<file path="config.mk">
export PLATFORM = sky130hd
export DESIGN_NAME = alu_share_arb
export DESIGN_NICKNAME = d
export VERILOG_FILES = /design/src/rtl/alu_share_arb.sv
export SDC_FILE = /design/constraint.sdc
export NUM_CORES = 1
export LEC_CHECK = 0
export BUFFER_PORTS_ARGS = -buffer_cell sky130_fd_sc_hd__buf_2
export CAP_MARGIN = 20
export CELL_PAD_IN_SITES_DETAIL_PLACEMENT = 0
export CELL_PAD_IN_SITES_GLOBAL_PLACEMENT = 1
export CORE_ASPECT_RATIO = 0.8
export CORE_MARGIN = 4
export CORE_UTILIZATION = 38
export CTS_CLUSTER_DIAMETER = 80
export DETAILED_ROUTE_END_ITERATION = 7
export GPL_TIMING_DRIVEN = 0
export PLACE_DENSITY = 0.88
export SLEW_MARGIN = 20
export SYNTH_ARGS = -nofsm -noshare
export SYNTH_HDL_FRONTEND = slang
export SYNTH_SLANG_ARGS = --single-unit
</file>
<file path="constraint.sdc">
create_clock -name clk -period 3.4 [get_ports clk]
set_clock_uncertainty 0.2 [all_clocks]
set_input_delay 0.34 -clock clk [delete_from_list [all_inputs] [get_ports clk]]
set_output_delay 0.34 -clock clk [all_outputs]
set_load 0.01 [all_outputs]
</file>
<file path="src/rtl/alu_share_arb.sv">
// Round-robin arbiter that shares one combinational ALU between two requesters.
// Timing: ack one cycle after grant, done ALU_LAT+1 cycles after grant; ALU_ARB_LOCK_EN adds lock0/lock1 priority hold.
module alu_share_arb #(
   parameter int WIDTH   = 4,
   parameter int OPW     = 3,
   parameter int ALU_LAT = 1
) (
   input  logic             clk,
   input  logic             reset_n,
   input  logic             req0,
   input  logic [OPW-1:0]   op0,
   input  logic [WIDTH-1:0] a0,
   input  logic [WIDTH-1:0] b0,
   output logic             ack0,
   output logic             done0,
   input  logic             req1,
   input  logic [OPW-1:0]   op1,
   input  logic [WIDTH-1:0] a1,
   input  logic [WIDTH-1:0] b1,
   output logic             ack1,
   output logic             done1,
`ifdef ALU_ARB_LOCK_EN
   input  logic             lock0,
   input  logic             lock1,
`endif
   output logic [WIDTH-1:0] result,
   output logic [3:0]       flags,
   output logic [OPW-1:0]   alu_op,
   output logic [WIDTH-1:0] alu_a,
   output logic [WIDTH-1:0] alu_b,
   input  logic [WIDTH-1:0] alu_result,
   input  logic [3:0]       alu_flags,
   output logic             busy
);

   if (ALU_LAT < 1 || ALU_LAT > 15) begin : g_lat_chk
      $error("alu_share_arb: ALU_LAT must be in 1..15");
   end

   typedef enum logic [1:0] {IDLE, EXEC, DONE} state_t;

   localparam logic [3:0] LAT_M1 = 4'(ALU_LAT - 1);

   state_t     state;
   logic       ptr;
   logic       owner;
   logic [3:0] cnt;
   logic       pick_vld;
   logic       pick;
   logic       keep_owner;

   // With both requests up the pointer decides; otherwise the lone requester wins.
   always_comb begin
      pick_vld = req0 | req1;
      pick     = (req0 & req1) ? ptr : req1;
   end

`ifdef ALU_ARB_LOCK_EN
   assign keep_owner = owner ? lock1 : lock0;
`else
   assign keep_owner = 1'b0;
`endif

   always_ff @(posedge clk or negedge reset_n) begin
      if (!reset_n) begin
         state  <= IDLE;
         ptr    <= 1'b0;
         owner  <= 1'b0;
         cnt    <= '0;
         ack0   <= 1'b0;
         ack1   <= 1'b0;
         done0  <= 1'b0;
         done1  <= 1'b0;
         busy   <= 1'b0;
         result <= '0;
         flags  <= '0;
         alu_op <= '0;
         alu_a  <= '0;
         alu_b  <= '0;
      end else begin
         ack0  <= 1'b0;
         ack1  <= 1'b0;
         done0 <= 1'b0;
         done1 <= 1'b0;
         case (state)
            IDLE: begin
               if (pick_vld) begin
                  owner  <= pick;
                  alu_op <= pick ? op1 : op0;
                  alu_a  <= pick ? a1 : a0;
                  alu_b  <= pick ? b1 : b0;
                  ack0   <= ~pick;
                  ack1   <= pick;
                  cnt    <= LAT_M1;
                  busy   <= 1'b1;
                  state  <= EXEC;
               end
            end
            EXEC: begin
               if (cnt != 4'd0) begin
                  cnt <= cnt - 4'd1;
               end else begin
                  result <= alu_result;
                  flags  <= alu_flags;
                  done0  <= ~owner;
                  done1  <= owner;
                  state  <= DONE;
               end
            end
            DONE: begin
               ptr   <= keep_owner ? owner : ~owner;
               busy  <= 1'b0;
               state <= IDLE;
            end
            default: state <= IDLE;
         endcase
      end
   end

endmodule

</file>
==> impl_metrics.env, run 1 <==
export IMPL_outcome="finished, final reports clean"
export IMPL_worstSetupPathDepth=6
export IMPL_reg2regPathDepth=6
export IMPL_drc=0
export IMPL_path_cells="inv_1 > ha_1 > nor3b_4 > nand3b_2 > buf_6 > mux2_4"
export IMPL_drtIter0Drc=54
export IMPL_clk_path_buf_depth=2
export IMPL_synth_main_ff_cell="dfrtp_1"
export IMPL_initial_core_util_pct=41.06
export IMPL_finalMaxSlewViolations=0
export IMPL_yosys_area_top_type_share_pct=54.33
export IMPL_yosysTopAreaCell="dfrtp_1"
export IMPL_die_area_mm2=0.004945
export IMPL_drt_pass1_iter_count=4
export IMPL_synth_edf_count=0
export IMPL_power_per_cell_area_mw_per_mm2=867.3
export IMPL_yosysMostFrequentCell="dfrtp_1"
export IMPL_wl_per_cell_um=14.43
export IMPL_die_width_um=77.63
export IMPL_critPathCaptureType="flip-flop"
export IMPL_grt_pass1_wl_um=6189
export IMPL_grt_pass1_vias=1370
export IMPL_finalSetupViolations=0
export IMPL_min_path_type="input pin to flip-flop"
export IMPL_die_h_um=63.71
export IMPL_drive_gt1_share_pct=42.08
export IMPL_min_period_ns=1.918
export IMPL_drt_wl_total_um=3666
export IMPL_synth_seq_cells=32
export IMPL_row_count=19
export IMPL_crit_arrival_ns=1.87
export IMPL_vias_per_cell=5.114
export IMPL_cts_root_buffer="clkbuf_8"
export IMPL_cp_start_kind="flip-flop"
export IMPL_holdWs_ns=0.09549
export IMPL_cp_buffers_inverters=2
export IMPL_dp_hpwl_um=2771
export IMPL_yosysWarnings=0
export IMPL_layout_setup_ws_ns=1.482
export IMPL_synthTopCellsByCount="32 x dfrtp_1, 14 x o21ai_0, 13 x a21oi_1"
export IMPL_crit_end="result[2]"
export IMPL_hold_violations=0
export IMPL_place_area_mm2=0.001824
export IMPL_yosysSeqAreaShare_pct=54.33
export IMPL_cts_sinks=32
export IMPL_place_ws_ns=1.500
export IMPL_via_count=1299
export IMPL_avgSynthCellArea_um2=10.84
export IMPL_ys_types=33
export IMPL_cp_slowest_cell="dfrtp_1"
export IMPL_area_growth_pct=33.02
export IMPL_syn_inst=136
export IMPL_coreArea_mm2=0.003590
export IMPL_cts_max_level=2
export IMPL_io_buffer_count=57
export IMPL_fmax_mhz=521.3
export IMPL_async_reset_ff_share_pct=100.0
export IMPL_clk_latency_ns=0.28
export IMPL_ios=58
export IMPL_rr_endpoint="result[2]"
export IMPL_leakagePower_nw=0.9686
export IMPL_netlist_area_mm2=0.001474
export IMPL_synthesis_nets=171
export IMPL_ant_nets=0
export IMPL_tns_ns=0
export IMPL_antenna_found_initial=0
export IMPL_fin_crit_sh_pct=56.42
export IMPL_fillerInstances=341
export IMPL_overflow=0
export IMPL_maxCapViolCount=0
export IMPL_tritoncts="built"
export IMPL_numCtsBuffers=5
export IMPL_cp_startpoint="cnt[0]"
export IMPL_diodes=0
export IMPL_worstPathMaxFanout=10
export IMPL_worstMarginPinSlew_ns=0.7134
export IMPL_cp_top_family="simple AND/OR/NAND/NOR gates"
export IMPL_synth_area_top_cells="dfrtp_1 54%, mux2_4 7.1%, o21ai_0 4.8%"
export IMPL_final_util_pct=54.62
export IMPL_clk_pin_slew_ns=0.07
export IMPL_rsz0062_at_grt="no"
export IMPL_crit_type="flip-flop to flip-flop"
export IMPL_required_ns=3.36
export IMPL_grt_max_degree=33
export IMPL_rr_startpoint="cnt[0]"
export IMPL_stdcell_area_mm2=0.001961
export IMPL_rrSetupSlack_ns=1.48
export IMPL_grt_usage_pct=15.40
export IMPL_num_nets_final=236
export IMPL_ir_worst_vdd_mv=0.3369
export IMPL_gp_congestion=0.7887
export IMPL_max_slew_margin_pct=52.44
export IMPL_max_stage_delay_ns=0.38
logic make-up (layout without fill, tap and decap cells):
group	Yosys count	in the layout	share of synthesized area (%)
mux	9	9	8.659
buf+inv	16	82	4.924
compound gates	44	44	17.32
simple gates	34	34	13.92
fa+ha+maj	1	1	0.8488
flops	32	32	54.33
worst reg2reg max path, delay by kind of cell, from the launching register on:
family / cells / cell delay, ns
and+or+nand+nor: 2 / 0.44
DFF: 1 / 0.38
muxes: 1 / 0.30
buffers and inverters: 2 / 0.26
adders and majority gates: 1 / 0.21
power breakdown:
group | switching (mW) | internal [mW] | total, mW
registers | 0.0945 | 0.543 | 0.638
clock network | 0.134 | 0.258 | 0.392
logic | 0.356 | 0.315 | 0.670
cell type report:
cell class / count / area (um^2) / area share [%]
buffer: 10 / 50.05 / 2.553
clock buffer: 7 / 96.34 / 4.914
clock inverter: 1 / 30.03 / 1.532
inverter: 6 / 22.52 / 1.149
multi-input combinational: 88 / 600.6 / 30.63
sequential: 32 / 800.8 / 40.84
tap: 52 / 65.06 / 3.318
timing repair buffer: 58 / 295.3 / 15.06
per-layer routing:
metal	vias up	share of wire [%]	track usage [%]
li1	621	-	-
met1	624	44	19.70
met2	50	47	24.36
met3	4	7.2	4.986
met4	0	1.1	5.778
met5	-	0	0
metrics by stage:
stage | power (mW) | cells
after floorplan | 1.056 | 136
after global placement | 1.293 | 245
after detailed placement | 1.317 | 245
after CTS | 1.718 | 254
after global routing | 1.820 | 254
final | 1.700 | 254
cell usage in the layout, fill, tap and decap left out, drive strengths merged, types with 2 or more instances in the layout:
master / synthesis / routed
dfrtp: 32 / 32
nand2: 2 / 2
buf: 5 / 62
nand2b: 3 / 3
and3: 2 / 2
a31oi: 11 / 11
nand3: 11 / 11
inv: 6 / 6
o21ai: 14 / 14
a21oi: 13 / 13
nor2: 6 / 6
clkbuf: 5 / 12
mux2: 9 / 9
worst min-delay path by stage:
stage,start,end,slack [ns],cells after the start
6_report,alu_result[3],result[3],0.1,2
5_1_grt,alu_result[1],result[1],0.08,2
2_1_floorplan,reset_n,ack0,-0.16,0
4_1_cts,alu_result[1],result[1],0.08,2
3_3_place_gp,reset_n,result[1],0.22,1
3_5_place_dp,reset_n,result[3],0.23,1
sequential cells by signal (all words and copies together), names as in the netlist:
signal  count
flags       4
done1       1
result      4
owner       1
busy        1
alu_a       4
ack0        1
cnt         4
alu_b       4
state       2
ptr         1
alu_op      3
done0       1
ack1        1
what timing repair did:
| item | in CTS | in global routing |
|---|---|---|
| buffers inserted | 0 | 0 |
| gates resized for setup | 0 | 0 |
| hold buffers | 1 | 0 |
| hold endpoints to repair | 32 | 0 |
(Power assumes the default switching activity.)
==> run 2: changes to the inputs <==
CORE_UTILIZATION = 32   (was 38)
PLACE_DENSITY = 0.79   (was 0.88)
clock period = 1.7 ns   (was 3.4 ns; I/O delays follow)
==> run 2 against run 1 <==
  * The flow now finishes with violations (setup timing)
  * Count of clock-buffer cells in the layout decreased by 1
  * Largest cell class unchanged
  * Total power increased by 100%
  * Utilization decreased by 1.2 points
==> impl_metrics.env, run 2 (synthesis gave the netlist of run 1 again) <==
export IMPL_numCtsBuffers=5
export IMPL_clk_latency_ns=0.27
export IMPL_fillerInstances=415
export IMPL_grt_usage_pct=16.02
export IMPL_layout_setup_ws_ns=-0.05063
export IMPL_grt_pass1_wl_um=7189
export IMPL_power_per_cell_area_mw_per_mm2=1510
export IMPL_area_growth_pct=56.28
export IMPL_vias_per_cell=4.942
export IMPL_fin_crit_sh_pct=103.0
export IMPL_drtIter0Drc=49
export IMPL_critPathCaptureType="flip-flop"
export IMPL_hold_violations=0
export IMPL_row_count=21
export IMPL_overflow=0
export IMPL_holdWs_ns=0.005744
export IMPL_drt_wl_total_um=4383
export IMPL_coreArea_mm2=0.004309
export IMPL_clk_path_buf_depth=2
export IMPL_crit_type="flip-flop to flip-flop"
export IMPL_wl_met3_um=235
export IMPL_finalSetupViolations=7
export IMPL_tritoncts="built"
export IMPL_routed_wl_met2_um=2115
export IMPL_final_cell_mix="61 x buf_2, 32 x dfrtp_1, 30 x dlygate4sd3_1"
export IMPL_hold_path_startpoint="a1[3]"
export IMPL_antenna_found_initial=0
export IMPL_min_period_ns=1.751
export IMPL_dp_hpwl_um=2712
export IMPL_crit_arrival_ns=1.71
export IMPL_p_total_mw=3.478
export IMPL_grt_pass1_vias=1476
export IMPL_outcome="finished with violations"
export IMPL_leakagePower_nw=1.104
export IMPL_highest_layer="met4"
export IMPL_max_stage_delay_ns=0.41
export IMPL_maxCapViolCount=0
export IMPL_drt_met1_wl_um=1921
export IMPL_die_h_um=68.70
export IMPL_final_common_cell="buf_2"
export IMPL_drc=0
export IMPL_required_ns=1.66
export IMPL_max_slew_margin_pct=51.07
export IMPL_final_util_pct=53.46
export IMPL_grt_max_degree=33
export IMPL_gp_congestion=0.7251
export IMPL_cts_root_buffer="clkbuf_8"
export IMPL_cts_max_level=2
export IMPL_tns_ns=-0.3054
export IMPL_min_path_type="input pin to flip-flop"
export IMPL_clk_pin_slew_ns=0.07
export IMPL_cp_slowest_cell="dfrtp_1"
export IMPL_rr_startpoint="cnt[1]"
export IMPL_path_cells="inv_2 > ha_4 > nor3b_4 > nand3b_4 > buf_12 > mux2_4"
export IMPL_finalMaxSlewViolations=0
export IMPL_fmax_mhz=571.2
export IMPL_cts_sinks=32
export IMPL_failed_checks="setup timing"
export IMPL_ios=58
export IMPL_wl_per_cell_um=15.01
export IMPL_worstMarginPinSlew_ns=0.7339
export IMPL_die_area_mm2=0.005763
export IMPL_cp_start_kind="flip-flop"
export IMPL_initial_core_util_pct=34.20
export IMPL_drt_pass1_iter_count=4
export IMPL_num_nets_final=268
export IMPL_worstPathMaxFanout=9
export IMPL_io_buffer_count=57
export IMPL_drive_gt1_share_pct=39.74
export IMPL_die_width_um=83.88
export IMPL_rsz0062_at_grt="yes"
export IMPL_ir_worst_vdd_mv=0.7982
export IMPL_ant_nets=0
export IMPL_via_count=1443
export IMPL_cp_startpoint="cnt[1]"
## run 2: cell count changes in the layout (fill, tap and decap cells not counted), moves of 2 or more
cell | before | now
nor2_1 | 6 | 4
clkbuf_8 | 7 | 5
buf_4 | 0 | 3
inv_1 | 6 | 4
inv_2 | 0 | 2
nor2_2 | 0 | 2
dlygate4sd3_1 | 1 | 30
## run 2: final cells by class
cell class	instances	area, um^2	area share, %
Tap cell	57	71.32	3.096
Multi-Input combinational cell	88	630.6	27.38
Clock buffer	6	72.57	3.150
Inverter	6	22.52	0.9777
Buffer	10	60.06	2.607
Antenna cell	1	2.502	0.1086
Timing Repair Buffer	90	608.1	26.40
Clock inverter	2	35.03	1.521
Sequential cell	32	800.8	34.76
## run 2: what timing repair did
action / 4_1_cts / 5_1_grt
buffers inserted: 1 / 3
pin swaps: 0 / 2
endpoints found under the hold margin: 51 / 0
gates resized for setup: 1 / 9
setup endpoints to repair: 17 / 18
hold buffers: 30 / 0
## run 2: stage by stage
stage / setup slack (ns) / cells / area, um^2
CTS: -0.07670 / 289 / 2250
global route: -0.1353 / 291 / 2301
floorplan: -0.02947 / 136 / 1476
detailed placement: -0.1886 / 250 / 1833
global placement: -0.1646 / 250 / 1833
finish: -0.05063 / 292 / 2303
## run 2: path summary, 6_finish.rpt
| kind | to | slack, ns | cells past startpoint |
|---|---|---|---|
| max | flags[3] | -0.05 | 6 |
| min | alu_a[3] | 0.006 | 3 |
| max reg2reg | flags[3] | -0.05 | 6 |
| min reg2reg | busy | 0.30 | 1 |
| max in group asynchronous | result[1] | 0.54 | 2 |
| min in group asynchronous | flags[2] | 0.29 | 2 |
## run 2: critical path: cells and delay by family, from the launching register on
kind / cells / cell delay [ns]
AND/OR/NAND/NOR: 2 / 0.35
buffers and inverters: 2 / 0.25
adder cells (fa/ha/maj): 1 / 0.14
multiplexers: 1 / 0.30
flip-flops: 1 / 0.41
## run 2: power breakdown
group | internal (mW) | switching, mW | total (mW) | leakage, nW
registers | 1.09 | 0.191 | 1.28 | 0.385
clock network | 0.434 | 0.266 | 0.700 | 0.0552
logic | 0.735 | 0.765 | 1.50 | 0.664
total | 2.26 | 1.22 | 3.48 | 1.10
## run 2: per-layer routing
metal  vias up  global-route usage [%]
met5         -                       0
met4         0                   8.233
met3        12                   3.919
met2        62                   24.80
met1       684                   21.18
li1        685                       -
==> run 3: changes to the inputs <==
CORE_UTILIZATION = 36   (was 32)
clock period = 2 ns   (was 1.7 ns; I/O delays follow)
==> run 3 against run 2 <==
  * The flow now finishes without violations
  * Global-route usage rose by 1.4 points
  * Maximum frequency fell by 3.9%
  * Non-clock buffer count down 7
  * Largest cell class unchanged
==> impl_metrics.env, run 3 (synthesis gave the netlist of run 1 again) <==
export IMPL_die_h_um=65.23
export IMPL_final_common_cell="buf_2"
export IMPL_wl_per_cell_um=15.21
export IMPL_drc=0
export IMPL_final_cell_mix="61 x buf_2, 32 x dfrtp_1, 25 x dlygate4sd3_1"
export IMPL_layout_setup_ws_ns=0.1789
export IMPL_rrSetupSlack_ns=0.18
export IMPL_tritoncts="built"
export IMPL_crit_type="flip-flop to flip-flop"
export IMPL_cp_start_kind="flip-flop"
export IMPL_min_period_ns=1.821
export IMPL_required_ns=1.97
export IMPL_rsz0062_at_grt="no"
export IMPL_grt_max_degree=33
export IMPL_finalSetupViolations=0
export IMPL_die_area_mm2=0.005188
export IMPL_tns_ns=0
export IMPL_crit_arrival_ns=1.79
export IMPL_fmax_mhz=549.1
export IMPL_ir_worst_vdd_mv=0.6831
export IMPL_cts_sinks=32
export IMPL_drive_gt1_share_pct=37.00
export IMPL_regArea_um2=800.8
export IMPL_hold_violations=0
export IMPL_drt_pass1_iter_count=4
export IMPL_critPathCaptureType="flip-flop"
export IMPL_io_buffer_count=57
export IMPL_max_slew_margin_pct=52.14
export IMPL_dp_hpwl_um=2728
export IMPL_cts_resized=0
export IMPL_ios=58
export IMPL_worstMarginPinSlew_ns=0.7179
export IMPL_multi_input_area_um2=600.6
export IMPL_overflow=0
export IMPL_num_nets_final=261
export IMPL_grt_pass1_vias=1442
export IMPL_grt_pass1_wl_um=6824
export IMPL_coreArea_mm2=0.003879
export IMPL_fillerInstances=343
export IMPL_maxCapViolCount=0
export IMPL_gp_congestion=0.8320
export IMPL_drt_wl_total_um=4290
export IMPL_finalMaxSlewViolations=0
export IMPL_place_ws_ns=0.09611
export IMPL_grt_usage_pct=17.41
export IMPL_diodes=0
export IMPL_drtIter0Drc=72
export IMPL_fin_crit_sh_pct=91.06
export IMPL_cts_max_level=2
export IMPL_min_path_type="input pin to flip-flop"
export IMPL_power_per_cell_area_mw_per_mm2=1277
export IMPL_outcome="finished, final reports clean"
export IMPL_vias_per_cell=4.908
export IMPL_antenna_found_initial=0
export IMPL_row_count=20
export IMPL_die_width_um=79.54
export IMPL_via_count=1384
export IMPL_ant_nets=0
export IMPL_initial_core_util_pct=38.00
export IMPL_clk_path_buf_depth=2
export IMPL_area_growth_pct=47.62
export IMPL_worstPathMaxFanout=10
export IMPL_leakagePower_nw=1.054
export IMPL_cts_root_buffer="clkbuf_8"
export IMPL_clk_pin_slew_ns=0.06
export IMPL_numCtsBuffers=5
export IMPL_clk_latency_ns=0.28
==> run 3: timing repair <==
item / CTS / global route
endpoints found under the hold margin: 51 / 0
hold buffers: 25 / 0
buffers inserted: 0 / 1
setup endpoints to repair: 0 / 7
==> run 3: layer usage <==
metal | routed length, um | GRT usage, % | up-vias
li1 | - | - | 667
met1 | 1946 | 20.63 | 657
met2 | 1981 | 28.75 | 47
met3 | 235 | 6.164 | 13
met4 | 126 | 7.082 | 0
met5 | 0 | 0 | -
==> run 3: final cells by class <==
type / instances / share of cell area [%]
Tap cell: 55 / 3.163
Inverter: 6 / 1.035
Buffer: 10 / 2.300
Timing Repair Buffer: 83 / 24.96
Multi-Input combinational cell: 88 / 27.60
Clock buffer: 8 / 4.140
Sequential cell: 32 / 36.80
==> run 3: critical path: stages (launching register included) <==
cell and delay, ns:
dfrtp_1 0.37, inv_1 0.10, ha_1 0.22, nor3b_4 0.23
nand3b_2 0.12, buf_6 0.17, mux2_4 0.30
==> run 3: through the flow <==
stage / hold WS [ns] / power (mW) / utilization (%) / area (um^2) / cells
floorplan: -0.2956 / 1.795 / - / 1474 / 136
global placement: 0.09035 / 2.208 / 47.13 / 1828 / 248
detailed placement: 0.09622 / 2.243 / 47.13 / 1828 / 248
CTS: 0.002206 / 2.804 / 55.90 / 2168 / 281
global route: 0.007503 / 2.984 / 56.10 / 2176 / 282
finish: 0.007149 / 2.779 / 56.10 / 2176 / 282
==> run 3: worst paths after layout <==
path	startpoint	endpoint	cells past startpoint
min reg2reg	flags[1]	flags[1]	1
max	cnt[0]	result[2]	6
min	a1[2]	alu_a[2]	3
max reg2reg	cnt[0]	result[2]	6
min in group asynchronous	reset_n	result[0]	2
max in group asynchronous	reset_n	alu_op[2]	2
==> run 3: report_power, final <==
part | internal [mW] | switching (mW)
clock | 0.280 | 0.224
sequential | 0.924 | 0.158
combinational | 0.566 | 0.627
total | 1.77 | 1.01
